`src/rtl/dm_arbiter.sv`:
```
// rtl/dm_arbiter.sv - two-port round-robin data-memory arbiter with clear sweep
module dm_arbiter #(
    parameter int DATA_W         = 32,
    parameter int ADDR_W         = 15,
    parameter int CLEAR_ON_RESET = 1
) (
    input  logic              clk,
    input  logic              rst,
    input  logic              p0_req,
    input  logic              p0_we,
    input  logic [ADDR_W-1:0] p0_addr,
    input  logic [DATA_W-1:0] p0_wdata,
    output logic              p0_gnt,
    output logic              p0_rvalid,
    output logic [DATA_W-1:0] p0_rdata,
    input  logic              p1_req,
    input  logic              p1_we,
    input  logic [ADDR_W-1:0] p1_addr,
    input  logic [DATA_W-1:0] p1_wdata,
    output logic              p1_gnt,
    output logic              p1_rvalid,
    output logic [DATA_W-1:0] p1_rdata,
    input  logic              clr_start,
    output logic              busy,
    output logic              clr_done,
    output logic              dm_enable,
    output logic              dm_read,
    output logic              dm_write,
    output logic [ADDR_W-1:0] dm_address,
    output logic [DATA_W-1:0] dm_in,
    input  logic [DATA_W-1:0] dm_out
);

    typedef enum logic {CLEAR, ARB} state_t;

    localparam state_t            RESET_STATE = (CLEAR_ON_RESET != 0) ? CLEAR : ARB;
    localparam logic [ADDR_W-1:0] LAST_ADDR   = '1;

    state_t            state;
    logic [ADDR_W-1:0] cnt;
    logic              last_gnt;
    logic              rv0_q, rv1_q, done_q;
    logic              g0, g1;

    // last_gnt names the port that won most recently; a tie goes to the other one
    always_comb begin
        g0 = 1'b0;
        g1 = 1'b0;
        if (!rst && state == ARB && !clr_start) begin
            if (p0_req && p1_req) begin
                g0 = last_gnt;
                g1 = ~last_gnt;
            end else begin
                g0 = p0_req;
                g1 = p1_req;
            end
        end
    end

    always_comb begin
        dm_enable  = 1'b0;
        dm_read    = 1'b0;
        dm_write   = 1'b0;
        dm_address = '0;
        dm_in      = '0;
        if (!rst && state == CLEAR) begin
            dm_enable  = 1'b1;
            dm_write   = 1'b1;
            dm_address = cnt;
        end else if (g0) begin
            dm_enable  = 1'b1;
            dm_read    = ~p0_we;
            dm_write   = p0_we;
            dm_address = p0_addr;
            dm_in      = p0_wdata;
        end else if (g1) begin
            dm_enable  = 1'b1;
            dm_read    = ~p1_we;
            dm_write   = p1_we;
            dm_address = p1_addr;
            dm_in      = p1_wdata;
        end
    end

    always_ff @(posedge clk) begin
        if (rst) begin
            state    <= RESET_STATE;
            cnt      <= '0;
            last_gnt <= 1'b1;
            rv0_q    <= 1'b0;
            rv1_q    <= 1'b0;
            done_q   <= 1'b0;
        end else begin
            rv0_q  <= g0 & ~p0_we;
            rv1_q  <= g1 & ~p1_we;
            done_q <= 1'b0;
            if (g0) begin
                last_gnt <= 1'b0;
            end else if (g1) begin
                last_gnt <= 1'b1;
            end
            case (state)
                CLEAR: begin
                    cnt <= cnt + 1'b1;
                    if (cnt == LAST_ADDR) begin
                        state  <= ARB;
                        done_q <= 1'b1;
                        cnt    <= '0;
                    end
                end
                ARB: begin
                    if (clr_start) begin
                        state <= CLEAR;
                        cnt   <= '0;
                    end
                end
                default: state <= RESET_STATE;
            endcase
        end
    end

    // rst masks the registered outputs so they read 0 from the first reset cycle
    assign p0_gnt    = g0;
    assign p1_gnt    = g1;
    assign p0_rvalid = rv0_q & ~rst;
    assign p1_rvalid = rv1_q & ~rst;
    assign p0_rdata  = dm_out;
    assign p1_rdata  = dm_out;
    assign busy      = ~rst & (state == CLEAR);
    assign clr_done  = done_q & ~rst;

endmodule

```
`config.mk`:
```
export PLATFORM = sky130hd
export DESIGN_NAME = dm_arbiter
export DESIGN_NICKNAME = d
export VERILOG_FILES = /design/src/rtl/dm_arbiter.sv
export SDC_FILE = /design/constraint.sdc
export NUM_CORES = 1
export LEC_CHECK = 0
export ABC_AREA = 1
export BUFFER_PORTS_ARGS = -buffer_cell sky130_fd_sc_hd__buf_2
export CAP_MARGIN = 10
export CORE_AREA = 2 2 97 99
export CTS_CLUSTER_SIZE = 14
export DETAILED_ROUTE_END_ITERATION = 10
export DIE_AREA = 0 0 99 101
export PLACE_DENSITY = 0.71
export REMOVE_ABC_BUFFERS = 1
export SKIP_LAST_GASP = 1
export SLEW_MARGIN = 10
export SYNTH_ARGS = -nofsm -noshare
export SYNTH_HDL_FRONTEND = slang
export SYNTH_SLANG_ARGS = --single-unit
export TNS_END_PERCENT = 10
```
`constraint.sdc`:
```
create_clock -name clk -period 1.31 [get_ports clk]
set_input_delay 0.262 -clock clk [delete_from_list [all_inputs] [get_ports clk]]
set_output_delay 0.262 -clock clk [all_outputs]
set_load 0.02 [all_outputs]
```
==> summary.md, run 1 <==
| Metric | Value |
|---|---|
| Crit share post-route | 1.34 |
| Top Ports | 253 |
| Dpl cell area | 2840 um2 |
| Root buffer cell | clkbuf_8 |
| Setup TNS | -21.41 ns |
| Fin. Hold Viols | 0 |
| Area share of the largest cell type after synthesis | 0.229 |
| Largest net degree at the start of global routing | 19 |
| Worst Tran Pin Value | 0.252 ns |
| Grt total ovfl | 0 |
| Core area | 8980 um2 |
| Number of global-route vias before repair | about 2500 |
| Clk buf depth | 2 |
| Routability congestion estimate | 0.827 |
| Number of remaining DRC errors | 0 |
| IO buf count | ~160 |
| Pins over their slew limit | 0 |
| Routed WL | 10500 um |
| Final net count | 588 |
| Int Power | about 1 mW |
| Status | finished, violations left |
| Hold depth | 2 |
| Worst Reg-to-Reg Cells | 8 |
| Leakage Power | 1.65 nW |
| Warnings from Yosys | 0 |
| Die Height | between 100 and 150 um |
| Reg2reg start | cnt[0]$_SDFFE_PP0P_ |
| CTS tree | done |
| Avg Cell Area, Syn | 6.51 um2 |
| Hold Path End | rv0_q$_SDFF_PP0_ |
| Maximum clock frequency | roughly 570 MHz |
| P_sw | 0.333 mW |
| Synth cell types | 25 |
| Max Cap Viol | 0 |
| Setup Crit Path Kind | reg2out |
| PwrDens | 431 nW/um2 |
| RSZ-0062 raised after global routing | true |
| CP max stage cell | dfxtp_2 |
| Crit-path max FO | 18 |
| Clk_lat worst skew | 0.26 ns |
| Routed wire per std cell | roughly 18 um |
| Syn Inst Count | 328 |
| Worst Path Arrival | about 1.5 ns |
| # clock sinks | 20 |
| DR vias | around 2600 |
| IR drop worst, VDD | 313 uV |
| Overall power | around 1.3 mW |
| Die area | 10000 um2 |
| Final instance area | 3040 um2 |
| Hold_sp | p0_we |
| Top-count cell post-synth | nand2_1 |
| Vias per cell | 4.63 |
| Crit path depth | 7 |
| Syn-to-layout area delta | 42.2% |
| Slew margin rel. | 0.832 |
| Post-synthesis sequential area ratio | 0.188 |
| Antenna violations before repair | 6 |
| Final Critical Period | 1.76 ns |
| Critical path's top delay family | buffers and inverters |
| Rows | 35 |
| Finished Layout Cells | roughly 570 |
| Worst flop-to-flop path endpoint | cnt[12]$_SDFFE_PP0P_ |
| Reg2Reg Setup Slack | -0.12 ns |
| #FFs+latches synth | 20 |
| Main area contributors after synthesis | buf_4, dfxtp_1, nand2_1 |
| Starting Density | 0.238 |
| Worst Path Buf+Inv | 3 |
| Drt pass-1 iters | 4 |
| First-iteration detailed-routing DRC count | 110 |
| Worst Skew | 0.00642 ns |
| Sequential Power Share | 0.474 |
| Kind of start point of the critical path | flop |
| CP Capture Type | primary output |
| First-pass GRT wire length | 14400 um |
| Logic pwr share | 0.207 |
| Die X | 99 um |
| Post-route antenna net violation count | 0 |
| Fill count | 926 |
| H-tree depth reported by CTS | 1 |
| Part of the power in the clock network | 0.319 |
| CP most frequent cell | nand2_2 |
| Placed insts | 557 |
| Failing checks | negative setup slack |
| GRT Overall Usage | 0.195 |
| Post-synth EDFFs | 0 |
| Synth cell count leaders | nand2_1, buf_4, a22o_1 |
| Hold WS | 0.176 ns |
| Tightest Hold Check Type | in2reg |
| CP Cell Sequence | nand2_2 > nor2_4 > nand2_2 > clkinv_4 > buf_12 > a22o_1 > buf_4 |
| Final HPWL DP | roughly 8500 um |
| Synth Cell Area | 2130 um2 |
| Worst Slack Setup Final | -0.448 ns |
| Share of layout cells above drive strength 1 | 0.465 |
| Final setup violation count | 64 |
| Asr flop ratio synth | 0 |
| CTS buffer count | 3 |
| Cell taking the most area after synthesis | buf_4 |
| Clk slew on worst S/H paths | roughly 0.080 ns |
| CP peak stage delay | 0.33 ns |
| Sw frac | 0.254 |
| CP Data Required Time | 1.05 ns |
| Prevailing post-synth register cell | dfxtp_1 |
-- per-stage QoR --
stage	setup slack (ns)	util
after global placement	-0.246	0.316
after global routing	-0.505	0.337
after detailed placement	-0.290	0.316
after CTS	-0.462	0.336
after floorplan	-0.739	-
final	-0.448	0.338
-- final cells by class --
cell class / instances / area (um2) / area share
sequential: 20 / 402 / 0.132
clock buffer: 3 / 41.3 / 0.0136
multi-input combinational: 208 / 1090 / 0.358
antenna: 4 / 10.0 / 0.00330
timing repair buffer: 197 / 1260 / 0.414
tap: 111 / 139 / 0.0458
inverter: 24 / 100 / 0.0330
-- timing repair --
action,4_1_cts,5_1_grt
gates resized for setup,33,5
endpoints found under the hold margin,0,0
hold buffers,0,0
gates cloned,2,0
buffers inserted,1,0
endpoints found under the setup margin,65,70
-- power by group through the flow --
stage	logic (mW)	clock network, mW	registers, mW
finish	0.271	0.417	0.621
global route	0.297	0.456	0.622
CTS	0.272	0.430	0.621
detailed placement	0.268	0	0.635
global placement	0.263	0	0.635
floorplan	0.0530	0	0.637
-- cells in the final DEF (no fill, tap or decap), drive strengths merged --
cell	instances
a21boi	2
nand3	30
o21ai	6
o21bai	2
inv	23
a22o	32
a31oi	2
xnor2	3
clkinv	1
ha	1
buf	197
o31ai	1
nor2	26
clkbuf	3
dfxtp	20
xor2	3
o22ai	1
diode	4
nand2	96
nand4	3
-- cells by family (layout without fill, tap and decap cells) --
| family | count (synthesis) | in the layout | synth area share |
|---|---|---|---|
| other | 0 | 4 | 0 |
| AOI/OAI and AO/OA | 46 | 46 | 0.172 |
| and+or+nand+nor | 155 | 155 | 0.303 |
| DFF | 20 | 20 | 0.188 |
| adders and majority gates | 1 | 1 | 0.00586 |
| buffers and inverters | 100 | 224 | 0.307 |
| xor gates and xnor gates | 6 | 6 | 0.0246 |
-- state kept, by name (all words and copies together) (netlist names) --
register	count
state	1
rv0_q	1
cnt	15
done_q	1
last_gnt	1
rv1_q	1
-- layer usage --
metal | vias to the layer above | part of all wire | track usage | wire length, um
met1 | 1153 | 0.41 | 0.238 | 4340
li1 | 1266 | - | - | -
met5 | - | 0.0084 | 0.0872 | 88
met2 | 193 | 0.39 | 0.267 | 4110
met4 | 6 | 0.0035 | 0.0179 | 37
met3 | 10 | 0.18 | 0.159 | 1910
-- how the worst max path moves through the flow --
stage	start	slack [ns]	to
floorplan	state$_SDFF_PP0_	-0.74	dm_write
global placement	clr_start	-0.25	dm_in[26]
detailed placement	p1_req	-0.29	dm_in[14]
CTS	state$_SDFF_PP0_	-0.46	dm_address[5]
global route	state$_SDFF_PP0_	-0.51	dm_in[14]
finish	state$_SDFF_PP0_	-0.45	dm_in[29]
Note: power is estimated with default switching activity, not from simulation.
==> run 2, diff against run 1 <==
- CORE_AREA: 2 2 97 99 -> 2 2 98 100
- DIE_AREA: 0 0 99 101 -> 0 0 100 102
- PLACE_DENSITY: 0.71 -> 0.7
- SETUP_SLACK_MARGIN: unset -> 0.2
==> run 2 against run 1 <==
  * The flow still finishes with violations (negative setup slack)
  * Maximum frequency shrank 2.9%
  * First-iteration DRC count shrank 13%
  * Die area grew 2.0%
  * Core utilization grew 0.39 points
  * Sequential cell count is the same
  * Clock skew grew 0.0016 ns
  * Critical endpoint is now dm_in[24]
  * Worst setup slack lost 0.052 ns
  * Largest power group unchanged
==> summary.md, run 2 (synthesis results as in run 1) <==
| Metric | Value |
|---|---|
| Crit-path max FO | 20 |
| Vias per cell | ~4.7 |
| Clk slew on worst S/H paths | 0.08 ns |
| Failing checks | negative setup slack |
| Clk_lat worst skew | 0.27 ns |
| Worst Slack Setup Final | -0.500 ns |
| CP Data Required Time | 1.05 ns |
| Hold_sp | p0_we |
| Starting Density | 0.234 |
| Hold buffer count at CTS | 0 |
| Start point of the critical path | state$_SDFF_PP0_ |
| IR drop worst, VDD | 250 uV |
| Maximum clock frequency | 552 MHz |
| Die X | 100 um |
| Slew margin rel. | 0.816 |
| Leakage Power | 1.68 nW |
| Core area | approximately 9000 um2 |
| Top Ports | 253 |
| Setup Crit Path Kind | reg2out |
| Grt total ovfl | 0 |
| Overall power | 1.33 mW |
| CP peak stage delay | 0.34 ns |
| # clock sinks | 20 |
| Die area | 10200 um2 |
| RSZ-0062 raised after global routing | true |
| Tightest Hold Check Type | in2reg |
| Max Cap Viol | 0 |
| CTS tree | done |
| Die Height | 102 um |
| Max reg flops | 15 |
| Root buffer cell | clkbuf_8 |
| Final setup violation count | 66 |
| Crit share post-route | 1.38 |
| Pins over their slew limit | 0 |
| Routed wire per std cell | roughly 21 um |
| Post-route antenna net violation count | 0 |
| First-pass GRT wire length | ~16000 um |
| Commonest non-fill, non-tap cell in the layout | buf_2 |
| CP Capture Type | primary output |
| Setup WS pre-CTS | -0.347 ns |
| Placed insts | 559 |
| Routed WL | 11900 um |
| Number of remaining DRC errors | 0 |
| Drt pass-1 iters | 4 |
| CP max stage cell | dfxtp_2 |
| CP Cell Sequence | nand2_2 > nor2_4 > nand2_2 > inv_6 > buf_12 > buf_16 > a22o_1 > buf_2 |
| Worst Tran Pin Value | between 0.2 and 0.3 ns |
| Antenna violations before repair | 9 |
| CP most frequent cell | nand2_2 |
| First-iteration detailed-routing DRC count | 96 |
| Final HPWL DP | 10000 um |
| Share of layout cells above drive strength 1 | 0.470 |
| Kind of start point of the critical path | flop |
| Final Critical Period | 1.81 ns |
| CTS buffer count | 3 |
| Final net count | ~590 |
| PwrDens | 427 nW/um2 |
| Fin. Hold Viols | 0 |
| H-tree depth reported by CTS | 1 |
| Most flops, register | cnt |
| Critical path's top delay family | buffers and inverters |
| IO buf count | 156 |
| Rows | 35 |
| Syn-to-layout area delta | 46.0% |
| Worst Path Buf+Inv | 4 |
| Finished Layout Cells | 576 |
| DR vias | approximately 2700 |
| Routability congestion estimate | roughly 0.98 |
| Worst Path Arrival | 1.55 ns |
| GRT Overall Usage | 0.222 |
| Worst Skew | 0.00802 ns |
| Status | finished, violations left |
| Most frequent cells in the layout | buf_2, nand2_1, buf_4 |
| Largest net degree at the start of global routing | 22 |
| Clk buf depth | 2 |
| Number of global-route vias before repair | 2628 |
| Reg2reg start | cnt[0]$_SDFFE_PP0P_ |
run 2: power breakdown:
group          internal, mW  switching (mW)  leakage, nW
combinational         0.158           0.123         1.50
clock                 0.206           0.223       0.0216
sequential            0.615         0.00618        0.162
run 2: path summary, 6_finish.rpt:
kind	endpoint	slack [ns]	depth (start not counted)
setup / recovery	dm_in[24]	-0.50	8
hold / removal	rv0_q$_SDFF_PP0_	0.17	2
setup reg to reg	cnt[12]$_SDFFE_PP0P_	-0.13	8
hold reg to reg	last_gnt$_SDFFE_PP1P_	0.51	2
run 2: layout make-up:
type	instances	area (um2)
inverters	24	97.6
clock buffers	3	41.3
flip-flops and latches	20	402
repair buffers	202	1330
fillers	964	5990
well taps	111	139
diodes	8	20.0
multi-input cells	208	1090
run 2: worst register-to-register path, delay by kind of cell (launching register included):
family	cells	cell delay, ns
simple gates	6	0.74
flops	1	0.34
fa+ha+maj	1	0.17
buf+inv	1	0.09
run 2: through the flow:
stage / hold WS (ns) / TNS (ns) / utilization / cell area, um2
floorplan: 0.334 / -30.64 / - / 1570
global placement: 0.451 / -12.59 / 0.310 / 2830
detailed placement: 0.453 / -14.36 / 0.310 / 2830
CTS: 0.171 / -25.19 / 0.340 / 3100
global route: 0.176 / -31.28 / 0.340 / 3100
finish: 0.175 / -25.02 / 0.342 / 3120
run 2: what timing repair did:
| action | 4_1_cts | 5_1_grt |
|---|---|---|
| resized for setup | 42 | 0 |
| setup endpoints to repair | 73 | 74 |
| pin swaps | 1 | 0 |
| cloned | 3 | 0 |
| buffers inserted | 3 | 0 |
run 2: routing by layer:
layer  track usage  vias to the layer above  share of wire
li1              -                     1283              -
met2         0.330                      203           0.42
met4        0.0875                        2          0.037
met1         0.216                     1192           0.35
met5        0.0240                        -         0.0012
met3         0.207                       18           0.19
